[src/rtl/decoder_pkg.sv]
// Shared constants, state encoding and helpers for the decoder scan sequencer.
package decoder_pkg;

   localparam int          DEC_W    = 4;
   localparam int          DEC_N    = 16;
   localparam logic [15:0] DEF_MASK = 16'hC2CA;

   typedef enum logic [1:0] {
      IDLE = 2'd0,
      SCAN = 2'd1,
      DONE = 2'd2
   } scan_state_t;

   // Number of set bits in a 16-bit truth table; 5 bits so 16 fits.
   function automatic logic [4:0] popcount16(input logic [15:0] v);
      logic [4:0] c;
      c = '0;
      for (int i = 0; i < 16; i++) begin
         c = c + 5'(v[i]);
      end
      return c;
   endfunction

endpackage

[src/rtl/decoder4t16.sv]
// 4-to-16 line decoder with enable; line k is high when en=1 and w=k.
module decoder4t16
   import decoder_pkg::*;
(
   input  logic             en,
   input  logic [DEC_W-1:0] w,
   output logic [DEC_N-1:0] y
);

   generate
      for (genvar gi = 0; gi < DEC_N; gi++) begin : g_line
         assign y[gi] = en && (w == DEC_W'(gi));
      end
   endgenerate

endmodule

[src/rtl/decoder_scan_ctrl.sv]
// Sweeps decoder4t16 through all codes, capturing f = |(y & mask) per code,
// then reports the truth table, its popcount and a compare against an expected table.
module decoder_scan_ctrl #(
   parameter int          SETTLE   = 1,
   parameter logic [15:0] DEF_MASK = decoder_pkg::DEF_MASK
) (
   input  logic        clock,
   input  logic        reset,
   input  logic        start,
   input  logic        abort,
   input  logic [15:0] mask,
   input  logic [15:0] expected,
   output logic        en,
   output logic [3:0]  w,
   output logic        busy,
   output logic        done,
   output logic [15:0] truth_table,
   output logic [4:0]  ones,
   output logic        match
);
   import decoder_pkg::*;

   localparam int             DW         = $clog2(SETTLE) + 1;
   localparam logic [DW-1:0]  DWELL_LAST = DW'(SETTLE - 1);

   scan_state_t          state_reg;
   logic [DW-1:0]        dwell_reg;
   logic [DEC_N-1:0]     mask_l_reg;
   logic [DEC_N-1:0]     expect_l_reg;
   logic [DEC_N-1:0]     table_reg;
   logic                 en_reg;
   logic                 busy_reg;
   logic                 done_reg;
   logic                 match_reg;
   logic [DEC_W-1:0]     w_reg;
   logic [4:0]           ones_reg;

   logic [DEC_N-1:0]     y;
   logic                 f;

   decoder4t16 u_dec (
      .en (en_reg),
      .w  (w_reg),
      .y  (y)
   );

   assign f = |(y & mask_l_reg);

   always_ff @(posedge clock) begin
      if (reset) begin
         state_reg    <= IDLE;
         dwell_reg    <= '0;
         mask_l_reg   <= DEF_MASK;
         expect_l_reg <= '0;
         table_reg    <= '0;
         en_reg       <= 1'b0;
         busy_reg     <= 1'b0;
         done_reg     <= 1'b0;
         match_reg    <= 1'b0;
         w_reg        <= '0;
         ones_reg     <= '0;
      end else begin
         done_reg <= 1'b0;
         case (state_reg)
            IDLE: begin
               if (start && !abort) begin
                  mask_l_reg   <= mask;
                  expect_l_reg <= expected;
                  table_reg    <= '0;
                  dwell_reg    <= '0;
                  w_reg        <= '0;
                  en_reg       <= 1'b1;
                  busy_reg     <= 1'b1;
                  state_reg    <= SCAN;
               end
            end
            SCAN: begin
               // An abort drops any capture that would land on the same edge.
               if (abort) begin
                  state_reg <= IDLE;
                  en_reg    <= 1'b0;
                  busy_reg  <= 1'b0;
                  w_reg     <= '0;
                  dwell_reg <= '0;
               end else if (dwell_reg == DWELL_LAST) begin
                  table_reg[w_reg] <= f;
                  dwell_reg        <= '0;
                  if (w_reg == DEC_W'(DEC_N - 1)) begin
                     en_reg    <= 1'b0;
                     state_reg <= DONE;
                  end else begin
                     w_reg <= w_reg + DEC_W'(1);
                  end
               end else begin
                  dwell_reg <= dwell_reg + DW'(1);
               end
            end
            DONE: begin
               state_reg <= IDLE;
               busy_reg  <= 1'b0;
               w_reg     <= '0;
               if (!abort) begin
                  ones_reg  <= popcount16(table_reg);
                  match_reg <= (table_reg == expect_l_reg);
                  done_reg  <= 1'b1;
               end
            end
            default: begin
               state_reg <= IDLE;
               en_reg    <= 1'b0;
               busy_reg  <= 1'b0;
               w_reg     <= '0;
            end
         endcase
      end
   end

   assign en          = en_reg;
   assign w           = w_reg;
   assign busy        = busy_reg;
   assign done        = done_reg;
   assign truth_table = table_reg;
   assign ones        = ones_reg;
   assign match       = match_reg;

endmodule

[config.mk]
export PLATFORM = sky130hd
export DESIGN_NAME = decoder_scan_ctrl
export DESIGN_NICKNAME = d
export VERILOG_FILES = /design/src/rtl/decoder_pkg.sv /design/src/rtl/decoder4t16.sv /design/src/rtl/decoder_scan_ctrl.sv
export SDC_FILE = /design/constraint.sdc
export NUM_CORES = 1
export LEC_CHECK = 0
export CAP_MARGIN = 20
export CELL_PAD_IN_SITES_DETAIL_PLACEMENT = 1
export CELL_PAD_IN_SITES_GLOBAL_PLACEMENT = 1
export CORE_UTILIZATION = 34
export DETAILED_ROUTE_END_ITERATION = 12
export PLACE_DENSITY = 0.82
export SYNTH_ARGS = -nofsm -noshare
export SYNTH_HDL_FRONTEND = slang
export SYNTH_HIERARCHICAL = 1
export SYNTH_SLANG_ARGS = --single-unit
[constraint.sdc]
create_clock -name clock -period 3.6 [get_ports clock]
set_clock_uncertainty 0.1 [all_clocks]
set_input_delay 0.72 -clock clock [delete_from_list [all_inputs] [get_ports clock]]
set_output_delay 0.72 -clock clock [all_outputs]
set_load 0.05 [all_outputs]
Yosys cells after proc, flatten, opt, wreduce, memory -nomap -nowiden
Cells that the tools add are included.
Cells by class
  multiplexer cells: 29
  add/subtract/negate cells: 17
  bitwise gates (word level): 3
  equal/unequal tests: 25
  reduce and logical (&&, ||, !) cells: 32
  magnitude comparators: 2
Operator list (count)
  $add A5 B1 Y5: 11
  $mux W16: 3
  $eq A4 B4 Y1 const B: 8
  $pmux W16 S2: 1
  $logic_and A1 B1 Y1: 18
  $and A16 B16 Y16: 1
  $bwmux W16: 1
  $eq A16 B16 Y1: 1
  $eq A4 B3 Y1 const B: 4
  $mux W4: 4
  $reduce_or A16 Y1: 1
  $mux W1: 10
  $ne A3 B3 Y1 const B: 3
  $eq A4 B2 Y1 const B: 2
  $mux W2: 4
  $ne A2 B2 Y1 const B: 4
  $pmux W4 S2: 1
  $reduce_and A2 Y1: 4
  $reduce_and A4 Y1: 2
  $reduce_and A3 Y1: 2
  $add A4 B1 Y5: 1
  $lt A4 B5 Y1 const B: 1
  $add A3 B1 Y4: 1
  $add A4 B1 Y4 const B: 1
  17 further kinds: 19
Word-level totals
  input port bits: 36
  flip-flop bits (word level): 64
  word-level logic and storage cells: 119
  output and inout bits: 29

Longest topological paths before layout
Gate-level depths: netlist of run 1.
  depth after elaboration: 15
  mapped depth: 14
  depth with buffers taken out: 14

Hierarchy
Netlist of run 1, hierarchy kept.
By module, submodules not included
  decoder_scan_ctrl: sequential area each 1261.2 um^2, cells each 374, area an instance 3166.8 um^2, instances 1
  decoder4t16: sequential area each 0.0 um^2, cells each 23, area an instance 117.6 um^2, instances 1

Worst setup path before layout of run 1
OpenSTA, ideal clock, no wires.
  path type: register to register
  from: register table_reg[0], in the netlist truth_table[0]
  to: register ones_reg[3], in the netlist ones[3]
  required time: 3.430 ns
  buffers on the path: 0
  path slack: -0.303 ns
  arrival: 3.733 ns
  setup time: 0.070 ns
  cell stages (with the launch flop): 13
  clock period less this slack: 3.903 ns
  cells stage by stage: dfxtp_1 -> inv_1 -> fa_1 -> fa_1 -> fa_1 -> fa_1 -> inv_1 -> ha_1 -> a21o_1 -> a21oi_1 -> xnor2_1 -> nand2_1 -> a21oi_1
On the way
  longest elaborated chain between the ends: 15
RTL lines
  start: declaration: RTL line decoder_scan_ctrl.sv:30  | logic [DEC_N-1:0] table_reg;
  start signal: assignment: RTL line decoder_scan_ctrl.sv:55  | table_reg <= '0;
  start signal: assignment: RTL line decoder_scan_ctrl.sv:69  | table_reg <= '0;
  start signal: indexed assignment: RTL line decoder_scan_ctrl.sv:86  | table_reg[w_reg] <= f;
  $add A1 B1 Y2: RTL line decoder_pkg.sv:19  | c = c + 5'(v[i]);
  $add A2 B1 Y3: RTL line decoder_pkg.sv:19
  $add A3 B1 Y4: RTL line decoder_pkg.sv:19
  $add A4 B1 Y5: RTL line decoder_pkg.sv:19
  $add A5 B1 Y5 (11 in series): RTL line decoder_pkg.sv:19
  end signal: assignment: RTL line decoder_scan_ctrl.sv:103  | ones_reg <= popcount16(table_reg);
  end: declaration: RTL line decoder_scan_ctrl.sv:36  | logic [4:0] ones_reg;
Every way passes these cells.
A chain may end at the register's enable or synchronous reset.

Worst setup path in the final report of run 1
  from: register table_reg[9], in the netlist truth_table[9]
  to: register ones_reg[2], in the netlist ones[2]
On the way
  longest elaborated chain between the ends: 7
RTL lines (RTL line)
  $add A5 B1 Y5 (7 in series): decoder_pkg.sv:19
Every way passes these cells.

==> results_dict.tcl, run 1 <==
set metrics [dict create \
    worstRegToRegCells 12 \
    synthDistinctLibCells 41 \
    cp-end-kind "flip-flop" \
    synth_area_leaders "sky130_fd_sc_hd__dfxtp_1 38%, sky130_fd_sc_hd__nand2_1 9.8%, sky130_fd_sc_hd__fa_1 6.1%" \
    final-setup-viol-count 0 \
    pwr-share-clk 0.419 \
    viasPerCell 4.99 \
    initial_antenna_violation_count 0 \
    die_h_um 100 \
    synth_area_um2 3280 \
    run_status "finished clean" \
    cts_made_buffers 9 \
    yosys_most_used_dff "sky130_fd_sc_hd__dfxtp_1" \
    fp.coreArea_um2 9280 \
    place_hpwl_um 6980 \
    floorplan.rows 35 \
    grt_pass1_wl_um 15400 \
    sw_frac_of_total 0.269 \
    synth_most_common_cell "sky130_fd_sc_hd__nand2_1" \
    die_area_um2 10100 \
    hold_violations 0 \
    floorplan.io_pins 65 \
    synth_edf_count 0 \
    first_pass_detailed_route_iteration_total 4 \
    cp_data_arrival_time_ns 3.76 \
    synthesis.instances 397 \
    detail_route.drc_violations 0 \
    gr-usage-all-layers 0.200 \
    gr-total-overflow 0 \
    clk_path_buf_depth 2 \
    power.sequential.fraction 0.481 \
    critical_path_class "flip-flop to flip-flop" \
    synth-warning-count 6 \
    final_antenna_net_count 0 \
    largest_fanout_on_the_critical_path 2 \
    grt_start_max_net_pins 36 \
    final_max_slew_viol_count 0 \
    irDropWorstVdd_uv 240 \
    finalInstanceArea_um2 4300 \
    ctsRootBufferMaster "sky130_fd_sc_hd__clkbuf_8" \
    placement.io_buffers 64 \
    combPwrFrac 0.100 \
    areaGrowthSynthToFinish_pct 31.0 \
    timing.setup.tns_ns 0 \
    n_antenna_cell 0 \
    placement.cell_area_um2 4040 \
    final_layout_size_suffix_gt1_frac 0.130 \
    timing.slew.headroom 0.429 \
    worst_skew_pair.late_latency_ns 0.35 \
    synth.net_count 452 \
    crit_end "ones[2]$_SDFFE_PP0P_" \
    whs_ns 0.355 \
    cts_tree "yes" \
    initial_core_util 0.354 \
    detailed_router_s_first_iteration_violation_count 94 \
    synth_largest_type_area_fraction 0.384 \
    place_congestion 0.855 \
    grt_most_used_layer "met2" \
    critPathLaunch "truth_table[9]$_SDFFE_PP0P_" \
    worst-r2r-setup-slack_ns 0.03 \
    max_freq_ghz 0.280 \
    numClockSinks 63 \
    die_x_um 100 \
    leakagePower_uw 0.00150 \
    postSynthAreaPerCell_um2 8.27 \
    grt_pass1_vias 3148 \
    synth.top_cells.by_count "86 x sky130_fd_sc_hd__nand2_1, 63 x sky130_fd_sc_hd__dfxtp_1, 39 x sky130_fd_sc_hd__a21oi_1, 28 x sky130_fd_sc_hd__inv_1, 25 x sky130_fd_sc_hd__nor2_1" \
    power_per_cell_area_nw_per_um2 354 \
    finalCriticalPeriod_ns 3.57 \
    clock_pin_transition_on_the_worst_setup_and_hold_timing_paths_ns 0.08 \
    wl_per_cell_um 15.4 \
    dr_total_vias 2977 \
    grtUsageMet3 0.0467 \
    top_cell_type_by_total_area_after_synthesis "sky130_fd_sc_hd__dfxtp_1" \
    global_routing_usage_on_met1 0.222 \
    synth-async-reset-ratio 0 \
    num-nets-final 518 \
    timing.final.crit_share 0.991 \
    seq_area_frac_synth 0.384 \
    h-tree-depth 3 \
    yosys_register_bits 63 \
    critical_path.reg2reg.endpoint "ones[2]$_SDFFE_PP0P_" \
    worst_slew_pin_slew_ns 0.855 \
    hold_path_class "flip-flop to flip-flop" \
    critical_path_required_time_ns 3.79 \
    critPathLaunchType "flip-flop" \
    r2r_start "truth_table[9]$_SDFFE_PP0P_" \
    max_cap_violations 0 \
    intPower_uw 1110 \
    netSwitchingPower_uw 410 \
    rsz0062_at_grt "yes" \
    grt_util_met2 0.385 \
    wl_um 9210 \
]
-- what timing repair did --
action | CTS | global route
hold buffers | 0 | 0
gates resized for setup | 3 | 11
buffers inserted | 0 | 3
pin swaps | 1 | 6
setup endpoints to repair | 4 | 4
-- layer usage --
metal	vias to the layer above	wire length (µm)	part of all wire
met5	-	0	0
met4	0	68	0.0074
met3	7	354	0.038
met2	75	4890	0.53
met1	1434	3900	0.42
li1	1461	-	-
-- how the worst min path moves through the flow --
stage | cells after the start | end | start
final | 2 | ones[2]$_SDFFE_PP0P_ | ones[2]$_SDFFE_PP0P_
after detailed placement | 2 | ones[2]$_SDFFE_PP0P_ | ones[2]$_SDFFE_PP0P_
after global placement | 2 | match$_SDFFE_PP0P_ | match$_SDFFE_PP0P_
after floorplan | 2 | mask_l_reg[10]$_SDFFE_PP0P_ | mask_l_reg[10]$_SDFFE_PP0P_
after global routing | 2 | mask_l_reg[13]$_SDFFE_PP0P_ | mask_l_reg[13]$_SDFFE_PP0P_
after CTS | 2 | ones[2]$_SDFFE_PP0P_ | ones[2]$_SDFFE_PP0P_
-- kinds of logic after synthesis --
| logic type | count (synthesis) | synth area share |
|---|---|---|
| multiplexers | 1 | 0.00305 |
| adder cells (fa/ha/maj) | 19 | 0.0952 |
| flip-flops | 63 | 0.384 |
| buffers and inverters | 47 | 0.0686 |
| XOR/XNOR | 18 | 0.0480 |
| AO/OA/AOI/OAI | 71 | 0.138 |
| AND/OR/NAND/NOR | 178 | 0.263 |
-- layout make-up --
type	instances	area, µm²
clock buffer	9	124
clock inverter	7	80.1
fill	1154	4980
inverter	28	105
multi-input combinational	287	1830
sequential	63	1290
tap	129	161
timing repair buffer	74	711
-- layout by cell type, fill, tap and decap left out, types with 2 or more instances in the layout --
master,count
sky130_fd_sc_hd__xnor2_1,18
sky130_fd_sc_hd__nand2b_1,4
sky130_fd_sc_hd__fa_1,7
sky130_fd_sc_hd__nand2_1,86
sky130_fd_sc_hd__clkbuf_8,9
sky130_fd_sc_hd__a21oi_1,37
sky130_fd_sc_hd__a311oi_1,3
sky130_fd_sc_hd__a21oi_2,2
sky130_fd_sc_hd__inv_6,3
sky130_fd_sc_hd__a21o_1,2
sky130_fd_sc_hd__dfxtp_4,6
sky130_fd_sc_hd__nor2b_1,3
sky130_fd_sc_hd__dfxtp_2,3
sky130_fd_sc_hd__dfxtp_1,54
sky130_fd_sc_hd__clkdlybuf4s50_1,63
sky130_fd_sc_hd__a22o_1,4
sky130_fd_sc_hd__nand4_1,8
sky130_fd_sc_hd__buf_4,10
sky130_fd_sc_hd__a22oi_1,3
sky130_fd_sc_hd__a211oi_1,2
sky130_fd_sc_hd__inv_1,23
sky130_fd_sc_hd__inv_2,5
sky130_fd_sc_hd__nand3_1,24
sky130_fd_sc_hd__clkinvlp_4,2
sky130_fd_sc_hd__nand3b_1,9
sky130_fd_sc_hd__and2_1,4
sky130_fd_sc_hd__nor2_1,25
sky130_fd_sc_hd__ha_1,8
sky130_fd_sc_hd__a221oi_2,4
sky130_fd_sc_hd__o21ai_1,9
sky130_fd_sc_hd__fa_2,3
sky130_fd_sc_hd__nor4_1,2
sky130_fd_sc_hd__nor3_1,4
-- through the flow --
| stage | instances | power, µW | worst slack [ns] | utilization |
|---|---|---|---|---|
| after detailed placement | 578 | 903 | -0.0555 | 0.435 |
| after floorplan | 397 | 836 | 0.0202 | - |
| final | 597 | 1520 | 0.0315 | 0.463 |
| after global routing | 597 | 1590 | -0.0765 | 0.463 |
| after CTS | 594 | 1550 | -0.0195 | 0.458 |
| after global placement | 578 | 897 | 0.0740 | 0.435 |
-- power groups by stage --
| stage | Combinational [µW] | Clock, µW | Sequential (µW) |
|---|---|---|---|
| after CTS | 155 | 658 | 733 |
| after detailed placement | 154 | 0 | 749 |
| after global routing | 170 | 683 | 735 |
| after global placement | 149 | 0 | 748 |
| final | 152 | 639 | 732 |
| after floorplan | 84.4 | 0 | 751 |
-- worst max-delay path, cell delays in order (launching register included) --
cell and delay (ns):
sky130_fd_sc_hd__dfxtp_2 0.36, sky130_fd_sc_hd__inv_2 0.04, sky130_fd_sc_hd__fa_1 0.56, sky130_fd_sc_hd__fa_1 0.46
sky130_fd_sc_hd__fa_2 0.57, sky130_fd_sc_hd__fa_2 0.44, sky130_fd_sc_hd__inv_2 0.07, sky130_fd_sc_hd__ha_4 0.13
sky130_fd_sc_hd__inv_2 0.04, sky130_fd_sc_hd__fa_2 0.36, sky130_fd_sc_hd__xnor2_1 0.16, sky130_fd_sc_hd__nand2_1 0.07
sky130_fd_sc_hd__a21oi_1 0.14
No activity file was read; power rests on OpenSTA's default activity.
==> run 2: changes to the inputs <==
RECOVER_POWER = 100   (was unset)
REMOVE_ABC_BUFFERS = 1   (was unset)
==> results_dict.tcl, run 2 (synthesis gave the netlist of run 1 again) <==
set metrics [dict create \
    run_status "complete, but fails checks" \
    violations "setup timing" \
    worst_skew_pair.late_latency_ns 0.34 \
    floorplan.io_pins 65 \
    worst-r2r-setup-slack_ns -0.05 \
    die_x_um 100 \
    layout_commonest_cell "sky130_fd_sc_hd__nand2_1" \
    worst_hold_path.num_cells 2 \
    cts_tree "yes" \
    final_max_slew_viol_count 0 \
    source_of_the_worst_hold_timing_path "ones[3]$_SDFFE_PP0P_" \
    combPwrFrac 0.104 \
    grt_pass1_wl_um 15200 \
    cts_made_buffers 9 \
    sw_frac_of_total 0.252 \
    n_antenna_cell 0 \
    h-tree-depth 3 \
    initial_core_util 0.354 \
    initial_antenna_violation_count 0 \
    mostFrequentLayoutCells "86 x sky130_fd_sc_hd__nand2_1, 62 x sky130_fd_sc_hd__clkdlybuf4s50_1, 58 x sky130_fd_sc_hd__dfxtp_1, 37 x sky130_fd_sc_hd__a21oi_1, 25 x sky130_fd_sc_hd__nor2_1" \
    r2r_start "truth_table[3]$_SDFFE_PP0P_" \
    ctsRootBufferMaster "sky130_fd_sc_hd__clkbuf_8" \
    critical_path_class "flip-flop to flip-flop" \
    max_freq_ghz 0.274 \
    numClockSinks 63 \
    critPathLaunchType "flip-flop" \
    power_per_cell_area_nw_per_um2 345 \
    grt_pass1_vias 3132 \
    critical_path.reg2reg.endpoint "ones[3]$_SDFFE_PP0P_" \
    place_hpwl_um 6950 \
    largest_fanout_on_the_critical_path 2 \
    leakagePower_uw 0.00155 \
    pwr-share-clk 0.403 \
    worstHoldEndpoint "ones[3]$_SDFFE_PP0P_" \
    number_of_standard_cells_in_the_layout_taps_in_and_fillers_out 604 \
    final_antenna_net_count 0 \
    pre_cts_ws_ns -0.0700 \
    clock_pin_transition_on_the_worst_setup_and_hold_timing_paths_ns 0.07 \
    grt_start_max_net_pins 38 \
    irDropWorstVdd_uv 160 \
    wl_um 9670 \
    worst_slew_pin_slew_ns 0.806 \
    detailed_router_s_first_iteration_violation_count 76 \
    max_cap_violations 0 \
    placement.io_buffers 64 \
    fp.coreArea_um2 9280 \
    final_critical_path_setup_slack_ns -0.0549 \
    worstRegToRegCells 13 \
    clk_path_buf_depth 2 \
    timing.slew.headroom 0.461 \
    intPower_uw 1120 \
    post_cts_hold_buffer_count 0 \
    rsz0062_at_grt "yes" \
    areaGrowthSynthToFinish_pct 31.8 \
    place_congestion 0.816 \
    cp-end-kind "flip-flop" \
    timing.final.crit_share 1.02 \
    hold_path_class "flip-flop to flip-flop" \
    gr-usage-all-layers 0.196 \
    viasPerCell 5.05 \
    wl_per_cell_um 16.0 \
    first_pass_detailed_route_iteration_total 4 \
    critical_path_required_time_ns 3.78 \
    gr-total-overflow 0 \
    num-nets-final 525 \
    die_h_um 100 \
    cp_data_arrival_time_ns 3.83 \
    floorplan.rows 35 \
    die_area_um2 10100 \
    netSwitchingPower_uw 376 \
    critPathLaunch "truth_table[3]$_SDFFE_PP0P_" \
    placedCellCount 585 \
    power.sequential.fraction 0.493 \
    final_layout_size_suffix_gt1_frac 0.133 \
    dr_total_vias 3052 \
    final-setup-viol-count 3 \
    detail_route.drc_violations 0 \
    finalCriticalPeriod_ns 3.65 \
    hold_violations 0 \
]
run 2: stage by stage:
step | hold slack [ns] | instance area (µm²) | total power [µW] | TNS (ns) | utilization
after floorplan | 0.330 | 3160 | 823 | -0.971 | -
after global placement | 0.343 | 4070 | 902 | 0 | 0.438
after detailed placement | 0.361 | 4070 | 909 | -0.127 | 0.438
after CTS | 0.371 | 4280 | 1510 | -0.0200 | 0.461
after global routing | 0.385 | 4330 | 1550 | -0.524 | 0.466
final | 0.365 | 4330 | 1490 | -0.139 | 0.466
run 2: worst max-delay path, stage by stage (launching register included):
cell and delay, ns:
sky130_fd_sc_hd__dfxtp_2 0.34, sky130_fd_sc_hd__inv_2 0.04, sky130_fd_sc_hd__fa_1 0.50, sky130_fd_sc_hd__fa_1 0.57
sky130_fd_sc_hd__fa_2 0.47, sky130_fd_sc_hd__fa_2 0.55, sky130_fd_sc_hd__inv_2 0.05, sky130_fd_sc_hd__ha_4 0.15
sky130_fd_sc_hd__buf_4 0.12, sky130_fd_sc_hd__a21o_1 0.17, sky130_fd_sc_hd__a21oi_2 0.16, sky130_fd_sc_hd__xnor2_1 0.14
sky130_fd_sc_hd__nand2_1 0.08, sky130_fd_sc_hd__a21oi_1 0.13
run 2: area by class of cell:
class                           count  area, µm²
Clock buffer                       14        183
Clock inverter                      2       12.5
Fill cell                        1151       4960
Inverter                           28        105
Multi-Input combinational cell    287       1840
Sequential cell                    63       1270
Tap cell                          129        161
Timing Repair Buffer               81        763
run 2: timing repair:
item                       CTS  global route
setup endpoints to repair    3             4
setup buffers                1             2
gates resized for setup      3            16
pin swaps                    2            13
cloned                       0             0
run 2: layer usage:
metal  vias up  part of all wire  track usage
met3        20             0.028       0.0362
met5         -                 0            0
li1       1478                 -            -
met1      1480              0.40        0.215
met2        74              0.55        0.375
met4         0             0.018       0.0658
run 2: how the worst max path moves through the flow:
stage	endpoint	slack (ns)
4_1_cts	ones[4]$_SDFFE_PP0P_	-0.01
2_1_floorplan	ones[3]$_SDFFE_PP0P_	-0.30
6_report	ones[3]$_SDFFE_PP0P_	-0.05
5_1_grt	ones[3]$_SDFFE_PP0P_	-0.18
3_5_place_dp	ones[3]$_SDFFE_PP0P_	-0.07
3_3_place_gp	ones[3]$_SDFFE_PP0P_	0.07
run 2: power by group through the flow:
stage	combinational, µW	clock, µW	sequential (µW)
floorplan	67.4	0	756
global route	171	640	738
global placement	151	0	751
finish	155	602	736
CTS	157	613	736
detailed placement	157	0	752
==> run 3: changes to the inputs <==
CTS_CLUSTER_SIZE = 24   (was unset)
==> results of run 3 <==
No change in the layout: final DEF, timing and power equal those of run 2.
